[config.mk]
export PLATFORM = sky130hd
export DESIGN_NAME = inst_fetch
export DESIGN_NICKNAME = d
export VERILOG_FILES = /design/src/rtl/inst_fetch.sv
export SDC_FILE = /design/constraint.sdc
export NUM_CORES = 1
export LEC_CHECK = 0
export ABC_AREA = 1
export CAP_MARGIN = 40
export CELL_PAD_IN_SITES_DETAIL_PLACEMENT = 2
export CELL_PAD_IN_SITES_GLOBAL_PLACEMENT = 2
export CORE_AREA = 4 4 189 191
export CTS_CLUSTER_DIAMETER = 50
export DETAILED_ROUTE_END_ITERATION = 8
export DIE_AREA = 0 0 193 195
export PLACE_DENSITY = 0.85
export SYNTH_ARGS = -nofsm -noshare
export SYNTH_HDL_FRONTEND = slang
export SYNTH_SLANG_ARGS = --single-unit
[constraint.sdc]
create_clock -name clk -period 7.9 [get_ports clk]
set_input_delay 1.58 -clock clk [delete_from_list [all_inputs] [get_ports clk]]
set_output_delay 1.58 -clock clk [all_outputs]
set_load 0.01 [all_outputs]
[src/rtl/inst_fetch.sv]
// -----------------------------------------------------------------------------
// inst_fetch
//
// Instruction-fetch stage. Owns the program counter. Issues word reads to a
// multi-cycle instruction ROM over a simple cs/addr/dout/stall handshake, and
// hands {pc, inst} to the decode stage through a registered IF/ID slot. A
// one-entry buffer covers the case where a fetch completes while decode is
// still holding the previous instruction. Branch/jump redirects discard any
// fetched work, including a ROM read that is still in flight.
//
// Parameters
//   RESET_PC      byte address fetched first after reset
//
// Ports
//   clk           clock, all state updates on the rising edge
//   rst           asynchronous, active-high reset
//   mem_cs        ROM chip select, held high for a whole request
//   mem_addr      ROM word address, {2'b00, pc[31:2]}
//   mem_din       ROM read data, valid only when mem_cs & ~mem_stall
//   mem_stall     ROM busy; a request completes on the first cycle with
//                 mem_cs=1 and mem_stall=0
//   id_stall      decode cannot accept a new instruction this cycle
//   redirect      branch/jump taken, discard fetched work
//   redirect_pc   new PC, bits [1:0] are ignored
//   if_valid      if_pc/if_inst hold a valid instruction
//   if_pc         byte address of if_inst
//   if_inst       instruction word, zero whenever if_valid is low
//   stall_cycles  saturating count of cycles with mem_cs=1 and mem_stall=1
// -----------------------------------------------------------------------------
module inst_fetch #(
  parameter logic [31:0] RESET_PC = 32'h0000_0000
) (
  input  logic        clk,
  input  logic        rst,
  output logic        mem_cs,
  output logic [31:0] mem_addr,
  input  logic [31:0] mem_din,
  input  logic        mem_stall,
  input  logic        id_stall,
  input  logic        redirect,
  input  logic [31:0] redirect_pc,
  output logic        if_valid,
  output logic [31:0] if_pc,
  output logic [31:0] if_inst,
  output logic [31:0] stall_cycles
);

  // IDLE  : one chip-select-low cycle after reset
  // REQ   : a ROM request is outstanding (chip select high)
  // ABORT : one chip-select-low cycle after a redirect killed a request, so
  //         the ROM drops its partial access before the new address arrives
  // HOLD  : a completed word sits in the buffer behind a stalled decode slot
  typedef enum logic [1:0] {
    IDLE  = 2'd0,
    REQ   = 2'd1,
    ABORT = 2'd2,
    HOLD  = 2'd3
  } state_t;

  state_t      state_q;
  logic        memCs_q;
  logic [31:0] pc_q;
  logic        ifValid_q;
  logic [31:0] ifPc_q;
  logic [31:0] ifInst_q;
  logic [31:0] bufPc_q;
  logic [31:0] bufInst_q;
  logic [31:0] stallCnt_q;
  logic [31:0] stallCnt_d;

  logic        memDone;
  logic [31:0] pcPlus4;
  logic [31:0] targetPc;

  // A request completes on the first cycle the ROM is selected and not busy.
  // Redirect targets are always word aligned; the low two bits are dropped.
  // PC increment wraps silently at the top of the address space.
  assign memDone  = memCs_q & ~mem_stall;
  assign pcPlus4  = pc_q + 32'd4;
  assign targetPc = redirect_pc & 32'hFFFF_FFFC;

  assign mem_cs       = memCs_q;
  assign mem_addr     = {2'b00, pc_q[31:2]};
  assign if_valid     = ifValid_q;
  assign if_pc        = ifPc_q;
  assign if_inst      = ifInst_q;
  assign stall_cycles = stallCnt_q;

  // Fetch state machine. Chip select is a registered output that is raised on
  // every transition into REQ and lowered on every transition out of it, so it
  // never glitches and the address stays stable for the whole request because
  // the PC only moves on the edge that ends a request.
  //
  // In REQ a redirect wins over a completion arriving on the same edge: the
  // returned word belongs to the wrong path and is thrown away. A completion
  // refills the IF/ID slot directly whenever the slot is empty or is being
  // consumed on this edge; otherwise the word is parked in the buffer and the
  // machine stops fetching until decode drains the slot.
  //
  // Whenever the slot is invalidated, the address and data fields are cleared
  // too so decode never sees stale data on an invalid slot.
  always_ff @(posedge clk or posedge rst) begin
    if (rst) begin
      state_q   <= IDLE;
      memCs_q   <= 1'b0;
      pc_q      <= RESET_PC;
      ifValid_q <= 1'b0;
      ifPc_q    <= 32'h0;
      ifInst_q  <= 32'h0;
      bufPc_q   <= 32'h0;
      bufInst_q <= 32'h0;
    end else begin
      case (state_q)
        IDLE: begin
          if (redirect) begin
            pc_q <= targetPc;
          end
          state_q <= REQ;
          memCs_q <= 1'b1;
        end

        REQ: begin
          if (redirect) begin
            pc_q      <= targetPc;
            ifValid_q <= 1'b0;
            ifPc_q    <= 32'h0;
            ifInst_q  <= 32'h0;
            state_q   <= ABORT;
            memCs_q   <= 1'b0;
          end else if (memDone) begin
            if (!ifValid_q || !id_stall) begin
              ifValid_q <= 1'b1;
              ifPc_q    <= pc_q;
              ifInst_q  <= mem_din;
              pc_q      <= pcPlus4;
            end else begin
              bufPc_q   <= pc_q;
              bufInst_q <= mem_din;
              pc_q      <= pcPlus4;
              state_q   <= HOLD;
              memCs_q   <= 1'b0;
            end
          end else if (!id_stall) begin
            ifValid_q <= 1'b0;
            ifPc_q    <= 32'h0;
            ifInst_q  <= 32'h0;
          end
        end

        ABORT: begin
          if (redirect) begin
            pc_q <= targetPc;
          end
          state_q <= REQ;
          memCs_q <= 1'b1;
        end

        HOLD: begin
          if (redirect) begin
            pc_q      <= targetPc;
            ifValid_q <= 1'b0;
            ifPc_q    <= 32'h0;
            ifInst_q  <= 32'h0;
            bufPc_q   <= 32'h0;
            bufInst_q <= 32'h0;
            state_q   <= REQ;
            memCs_q   <= 1'b1;
          end else if (!id_stall) begin
            ifValid_q <= 1'b1;
            ifPc_q    <= bufPc_q;
            ifInst_q  <= bufInst_q;
            bufPc_q   <= 32'h0;
            bufInst_q <= 32'h0;
            state_q   <= REQ;
            memCs_q   <= 1'b1;
          end
        end

        default: begin
          state_q <= IDLE;
          memCs_q <= 1'b0;
        end
      endcase
    end
  end

  // ROM stall counter: counts busy cycles of outstanding requests and sticks
  // at all-ones instead of wrapping.
  always_comb begin
    stallCnt_d = stallCnt_q;
    if (memCs_q && mem_stall && (stallCnt_q != 32'hFFFF_FFFF)) begin
      stallCnt_d = stallCnt_q + 32'd1;
    end
  end

  // Stall counter register.
  always_ff @(posedge clk or posedge rst) begin
    if (rst) begin
      stallCnt_q <= 32'h0;
    end else begin
      stallCnt_q <= stallCnt_d;
    end
  end

endmodule

Word level (Yosys, flattened, before mapping). Cells that the tools add are included.

Flip-flop bits (word level): 196. Bits in latches: 0. RAM bits: 0. Bits in read-only memories: 0. Memories kept: 0.

Add/subtract/negate cells: 2. $mul: 0. Div/mod/pow operators: 0. Order comparisons: 0. Equal/unequal tests: 13. Shift-type cells: 0. Muxes and demuxes: 44. Bitwise logic cells: 2. Reduce and logical (&&, ||, !) cells: 13.

Operators by type and width (count): 32-bit two-way mux (21); 32-bit case mux with 2 select lines (5); 32-bit by 1-bit adder with 32-bit output (second input constant) (1); 32-bit by 3-bit adder with 32-bit output (second input constant) (1); 32-bit inequality test (second input constant) (1); 1-bit two-way mux (10); 2-bit two-way mux (5); 3-bit inequality test (second input constant) (3); 4-bit inequality test (second input constant) (2); 2-bit inequality test (second input constant) (3); 2-bit case mux with 3 select lines (1); 5-bit AND reduction (1); 2-bit == test (second input constant) (2); 4-bit AND reduction (1); 1-bit case mux with 3 select lines (1); 3-bit AND reduction (1); 3-bit OR reduction (1); 2-bit by 1-bit == test with 1-bit output (second input constant) (1); 1-bit logical AND (2); 1-bit zero test (2); 2-bit zero test (1); 2-bit by 1-bit inequality test with 1-bit output (second input constant) (1); 1-bit case mux with 2 select lines (1); 2-bit AND reduction (1); other kinds (5) (5).

Longest topological paths before layout. Gate-level depths: netlist (run 1).

Depth after elaboration: 6. Depth in mapped cells: 10. Mapped depth without buffers: 10.

Least setup slack after synthesis (run 1). Ideal clock, no wire load.

Path type: input to register. Start point: input redirect. End point: register ifPc_q[10], in the netlist if_pc[10]. Library setup time: 0.133 ns. Arrival time: 2.470 ns. Required time: 7.767 ns. Slack: 5.296 ns. Cell stages on the path: 7. Cells stage by stage: inv_2 > nand2_1 > nor2_4 > o211ai_1 > nand2_4 > clkbuf_1 > o21ai_0.

Longest elaborated chain between the ends: 2. Elaborated cells between the ends (all ways): 7.

Ends and longest elaborated chain: from (decl) (line 40) `input logic redirect,`; 4-bit inequality test (no line), or another cell as far along; 4-bit AND reduction (no line) or 32-bit case mux with 2 select lines (tied branches); to (signal assigned) (line 133) `ifPc_q <= pc_q;`; to (signal assigned) (line 170) `ifPc_q <= bufPc_q;`; to (decl) (line 64) `logic [31:0] ifPc_q;`.

Several ways; a longest one is shown, not always the timed one. A chain may end at the register's enable or synchronous reset.

Final worst setup path (run 1).
Start point: input redirect. End point: register ifPc_q[20], in the netlist if_pc[20].

The elaborated chain is that of the path after synthesis.

==> summary.md, run 1 <==
| Metric | Value |
|---|---|
| Vias in the first global route | 10700 |
| Starting density of the core | 28.8% |
| Grt ovf | 0 |
| Core area | 0.0341 mm² |
| Synth cell types | 31 |
| DRC | 0 |
| Share of layout cells above drive strength 1 | 4.29% |
| WP data required | 8.27 ns |
| Die H | 195 µm |
| Hold_buf cts | 0 |
| Post-CTS setup buffer count | 0 |
| Hold Path Cell Cnt | 2 |
| Largest net degree at the start of global routing | 78 |
| MaxCap Viol Count | 0 |
| Sw frac | 41.6% |
| Routability Congestion | 0.808 |
| Resize count post-CTS | 0 |
| H-tree depth | 4 |
| Status | completed |
| Top Ports | 199 |
| Reg-to-reg startpoint | state_q[1]$_DFFE_PP0P_ |
| CP max FO | 77 |
| PnR Total Power | 0.00419 W |
| Wl on met1 | 16600 µm |
| Register-to-Register Path Depth | 10 |
| Yosys reg bits | 192 |
| Final Skew | 0.0174 ns |
| Sequential power share | 38.4% |
| Mapped Avg Cell Area | 7.31 µm² |
| Switching pwr | 0.00174 W |
| Commonest non-fill, non-tap cell in the layout | nand2_1 |
| Die area | 0.0376 mm² |
| Worst-Margin Slew | 0.846 ns |
| Clock group share of total power | 23.3% |
| FF-to-FF End | if_pc[20]$_DFFE_PP0P_ |
| Vias | 9670 |
| Crit start category | input port |
| Minimum clock period | 4.12 ns |
| Clock Tree Root | clkbuf_16 |
| Worst Setup SP | redirect |
| Die Wd | 193 µm |
| Fin nets | 1573 |
| Netlist Area Pre-Place | 0.00982 mm² |
| Comb pwr share | 38.3% |
| PortBufs | 194 |
| Crit path DAT | 4.49 ns |
| HP Class | reg2reg |
| Routed WL | 37200 µm |
| P_leak | 5.58 nW |
| CTS tree | built |
| WHS | 0.477 ns |
| Peak VDD IR | 149 µV |
| Hpwl dp | 26200 µm |
| Worst-path clk slew | 0.08 ns |
| Layout area overhead | 30.1% |
| Period utilization | 52.1% |
| Internal Power | 0.00244 W |
| Most common cell on crit path | nand2_1 |
| Maximum clock rate | 243 MHz |
| Post-Syn Instances | 1342 |
| Hold Vio Cnt, Final | 0 |
| Crit path buf inv count | 3 |
| Rows | 68 |
| Routed Antenna Nets | 0 |
| R2R Setup Slk | 4.97 ns |
| RSZ-0062 raised after global routing | no |
| Clock Latency Late Sink | 0.46 ns |
| 1st-iter DRT viols | 390 |
| Slowest CP cell | nand2_4 |
| CP peak stage delay | 0.61 ns |
| Final Setup Violations | 0 |
| Clk buf depth | 2 |
| Min-delay src | bufPc_q[1]$_DFFE_PP0P_ |
| ANT cells | 0 |
| Slew headroom | 43.5% |
| Global-route wire length before repair | 59600 µm |
| Met3 WL | 1190 µm |
| Top Metal Used | met4 |
| Inserted Clock Buffers | 17 |
| Vias per cell | 4.91 |
| 1st-pass router iterations | 4 |
| Sequential-to-total area share from yosys stat | 48.9% |
| Worst hold path endpoint | bufPc_q[1]$_DFFE_PP0P_ |
| Setup crit end kind | flip-flop |
| Pins Over Slew Limit | 0 |
| Setup TNS | 0 ns |
| PD cells | 328 mW/mm² |
| Initial antenna violation count | 0 |
| Commonest non-fill, non-tap cells in the layout | nand2_1 (503), nor2_1 (195), clkdlybuf4s50_1 (194), dfrtp_1 (192), o21ai_0 (151) |
| Cell family with most CP delay | buffers and inverters |
| Total track usage | 19.8% |
| Yosys Warn Count | 0 |
| Setup CP Type | in2reg |
| Met2 WL | 18900 µm |
| Crit-path cells | clkdlybuf4s50_1 -> inv_2 -> nand2_1 -> nor2_4 -> o211ai_1 -> nand2_4 -> buf_4 -> nand2_1 -> o21ai_0 |
| WL/cell | 18.9 µm |
| CTS Sinks | 192 |
==> per-stage QoR <==
stage	worst slack [ns]	instance area, µm²	util (%)	instances
floorplan	1.09	9820	-	1343
global placement	3.38	12100	35.3	1935
detailed placement	3.26	12100	35.6	1938
CTS	3.76	12800	37.4	1970
global route	3.48	12800	37.4	1970
finish	3.78	12800	37.4	1970
==> logic make-up (layout without fill, tap and decap cells) <==
| logic type | after synthesis | count (layout) | synth area share, % |
|---|---|---|---|
| XOR/XNOR | 12 | 12 | 1.07 |
| buffers and inverters | 120 | 292 | 5.72 |
| flip-flops | 192 | 192 | 48.9 |
| other | 1 | 2 | 0.0382 |
| AO/OA/AOI/OAI | 245 | 245 | 12.7 |
| AND/OR/NAND/NOR | 770 | 770 | 31.3 |
| adder cells (fa/ha/maj) | 2 | 2 | 0.255 |
==> power groups by stage <==
stage          combinational, W  sequential, W  clock [W]
6_report                0.00160        0.00161   0.000974
5_1_grt                 0.00180        0.00166    0.00104
4_1_cts                 0.00164        0.00161   0.000998
3_5_place_dp            0.00162        0.00163          0
3_3_place_gp            0.00152        0.00160          0
2_1_floorplan          0.000843        0.00160          0
==> sequential cells by signal (all words and copies together) (netlist names) <==
register      count
if_pc            31
state_q           2
bufPc_q          31
bufInst_q        32
pc_q             30
if_valid          1
if_inst          32
stall_cycles     32
mem_cs            1
==> layer usage <==
metal / GRT usage, % / vias up
met5: 0 / -
met4: 4.96 / 0
met3: 2.95 / 30
met2: 35.0 / 154
met1: 25.5 / 4885
li1: - / 4601
==> layout make-up <==
cell class	count	area [µm²]
Fill cell	3891	21300
Sequential cell	192	4800
Multi-Input combinational cell	1031	4470
Timing Repair Buffer	205	2080
Tap cell	455	569
Clock buffer	17	425
Clock inverter	15	218
Inverter	55	214
==> worst reg2reg max path, stage by stage, from the launching register on <==
cell and delay, ns:
dfrtp_1 0.43, nand2_2 0.09, buf_4 0.57, nor2_4 0.14, nand2_2 0.14, inv_2 0.05
nor2_2 0.15, nand2_4 0.45, buf_4 0.51, nand2_1 0.17, o21ai_0 0.09
==> worst max path at each step <==
stage                     cells past startpoint                       end  slack (ns)
after floorplan                               1  bufInst_q[0]$_DFFE_PP0P_        1.09
after global placement                        8    if_inst[1]$_DFFE_PP0P_        3.38
after detailed placement                      8   if_inst[29]$_DFFE_PP0P_        3.26
after CTS                                     8   if_inst[29]$_DFFE_PP0P_        3.76
after global routing                          9     if_pc[21]$_DFFE_PP0P_        3.48
final                                         9     if_pc[20]$_DFFE_PP0P_        3.78
==> synthesized netlist by cell type <==
cell,count,area share [%]
a211oi_1,1,0.077
nand3b_1,19,1.5
ha_1,2,0.25
dfrtp_1,192,49
buf_1,3,0.11
xor2_1,4,0.36
xnor2_1,8,0.71
nor2_2,6,0.38
buf_4,11,0.84
o211ai_1,2,0.15
nor2_1,195,7.5
o21ai_1,13,0.66
clkbuf_1,25,0.96
nand4_1,5,0.32
inv_1,50,1.9
nand2_4,1,0.11
nand2_1,503,19
clkbuf_2,3,0.15
buf_6,6,0.69
o21bai_1,2,0.15
a21oi_1,70,3.6
buf_2,17,0.87
or2_2,1,0.064
o21ai_0,151,7.7
nand2_2,5,0.32
inv_2,5,0.19
nor2_4,2,0.23
o21a_1,1,0.077
conb_1,1,0.038
o22ai_1,5,0.32
nand3_1,33,1.7
Power figures use the tool's default switching activity.
==> run 2, diff against run 1 <==
CORE_AREA = 4 4 200 202   (was 4 4 189 191)
DIE_AREA = 0 0 204 206   (was 0 0 193 195)
PLACE_DENSITY = 0.8   (was 0.85)
clock period = 3.56 ns   (was 7.9 ns; I/O delays follow)
==> run 2 against run 1 <==
Utilization decreased by 3.9 points; critical endpoint is now mem_addr[18]; final cell count grew 3.5%; clock skew down 0.0044 ns; cell area grew 0.54%; worst setup slack got worse by 2.6 ns; die area increased by 12%; global-route usage decreased by 2.3 points.
==> summary.md, run 2 (synthesized netlist as in run 1, its figures left out) <==
| Metric | Value |
|---|---|
| Status | completed |
| Peak VDD IR | 228 µV |
| CTS Sinks | 192 |
| Share of layout cells above drive strength 1 | 4.54% |
| Comb pwr share | 39.0% |
| 1st-pass router iterations | 4 |
| Commonest non-fill, non-tap cells in the layout | nand2_1 (503), nor2_1 (195), clkdlybuf4s50_1 (194), dfrtp_1 (192), o21ai_0 (151) |
| Inserted Clock Buffers | 17 |
| Setup CP Type | reg2out |
| Total track usage | 17.5% |
| RSZ-0062 raised after global routing | no |
| Die Wd | 204 µm |
| Die H | 206 µm |
| Routed Antenna Nets | 0 |
| Clock Latency Late Sink | 0.46 ns |
| WP data required | 2.85 ns |
| Global-route wire length before repair | 59000 µm |
| Layout area overhead | 30.8% |
| Crit path buf inv count | 1 |
| Post-CTS setup buffer count | 0 |
| Pins Over Slew Limit | 0 |
| Vias in the first global route | 10600 |
| Crit-path cells | clkdlybuf4s50_1 |
| Worst-path clk slew | 0.07 ns |
| Final Skew | 0.0130 ns |
| Final Setup Violations | 0 |
| Hold_buf cts | 0 |
| WL/cell | 18.0 µm |
| Crit start category | flip-flop |
| Largest net degree at the start of global routing | 72 |
| Die area | 0.0420 mm² |
| Maximum clock rate | 426 MHz |
| Starting density of the core | 25.6% |
| Setup TNS | 0 ns |
| Period utilization | 65.9% |
| Clk buf depth | 2 |
| Fin nets | 1578 |
| Switching pwr | 0.00381 W |
| Vias | 9592 |
| CP max FO | 7 |
| CTS tree | built |
| Commonest non-fill, non-tap cell in the layout | nand2_1 |
| Clock group share of total power | 21.9% |
| Sw frac | 41.8% |
| Setup crit end kind | output pin |
| PortBufs | 194 |
| Internal Power | 0.00530 W |
| Rows | 72 |
| Core area | 0.0383 mm² |
| PnR Total Power | 0.00911 W |
| H-tree depth | 4 |
| PD cells | 709 mW/mm² |
| R2R Setup Slk | 1.25 ns |
| Slew headroom | 46.5% |
| DRC | 0 |
| Vias per cell | 4.70 |
| Minimum clock period | 2.35 ns |
| Clock Tree Root | clkbuf_16 |
| Initial antenna violation count | 0 |
| Routed WL | 36800 µm |
| Sequential power share | 39.1% |
| Hpwl dp | 26500 µm |
| 1st-iter DRT viols | 409 |
| Slowest CP cell | clkdlybuf4s50_1 |
| Grt ovf | 0 |
| Top Ports | 199 |
| CP peak stage delay | 0.61 ns |
| MaxCap Viol Count | 0 |
| Hold Vio Cnt, Final | 0 |
| Worst-Margin Slew | 0.803 ns |
| Crit path DAT | 1.63 ns |
| P_leak | 5.58 nW |
| Cell family with most CP delay | buffers and inverters |
| HP Class | reg2reg |
| Routability Congestion | 0.821 |
| Resize count post-CTS | 0 |
## run 2: path summary, 6_finish.rpt
check / startpoint / end / cells past startpoint
max: pc_q[20]$_DFFE_PP0P_ / mem_addr[18] / 1
min: bufPc_q[1]$_DFFE_PP0P_ / bufPc_q[1]$_DFFE_PP0P_ / 2
max reg2reg: stall_cycles[0]$_DFFE_PP0P_ / stall_cycles[14]$_DFFE_PP0P_ / 8
min reg2reg: bufPc_q[1]$_DFFE_PP0P_ / bufPc_q[1]$_DFFE_PP0P_ / 2
max in group asynchronous: rst / bufInst_q[23]$_DFFE_PP0P_ / 3
min in group asynchronous: rst / if_pc[9]$_DFFE_PP0P_ / 2
## run 2: power groups by stage
| stage | clock, W | combinational [W] | sequential (W) |
|---|---|---|---|
| after floorplan | 0 | 0.00187 | 0.00356 |
| after CTS | 0.00207 | 0.00365 | 0.00357 |
| after global placement | 0 | 0.00346 | 0.00356 |
| after global routing | 0.00214 | 0.00400 | 0.00368 |
| final | 0.00200 | 0.00355 | 0.00356 |
| after detailed placement | 0 | 0.00361 | 0.00361 |
## run 2: cell type report
cell class	count	area, µm²
Fill cell	4407	25400
Sequential cell	192	4800
Multi-Input combinational cell	1031	4470
Timing Repair Buffer	210	2120
Tap cell	518	648
Clock buffer	19	443
Inverter	55	210
Clock inverter	13	144
Antenna cell	1	2.50
## run 2: metrics by stage
stage                     hold WS, ns  cells  setup slack, ns  utilization [%]  instance area [µm²]
after floorplan                 0.436   1343            0.372                -                 9820
after global placement          0.452   2006            0.814             32.0                12300
after detailed placement        0.466   2006            0.737             32.0                12300
after CTS                       0.484   2038             1.18             33.5                12800
after global routing            0.512   2038            0.983             33.5                12800
final                           0.482   2039             1.21             33.5                12800
## run 2: layer usage
metal	routed length, µm	global-route usage [%]	vias to the layer above
li1	-	-	4597
met1	16700	22.2	4816
met2	18400	31.0	146
met3	1130	2.97	33
met4	604	4.86	0
met5	0	0	-
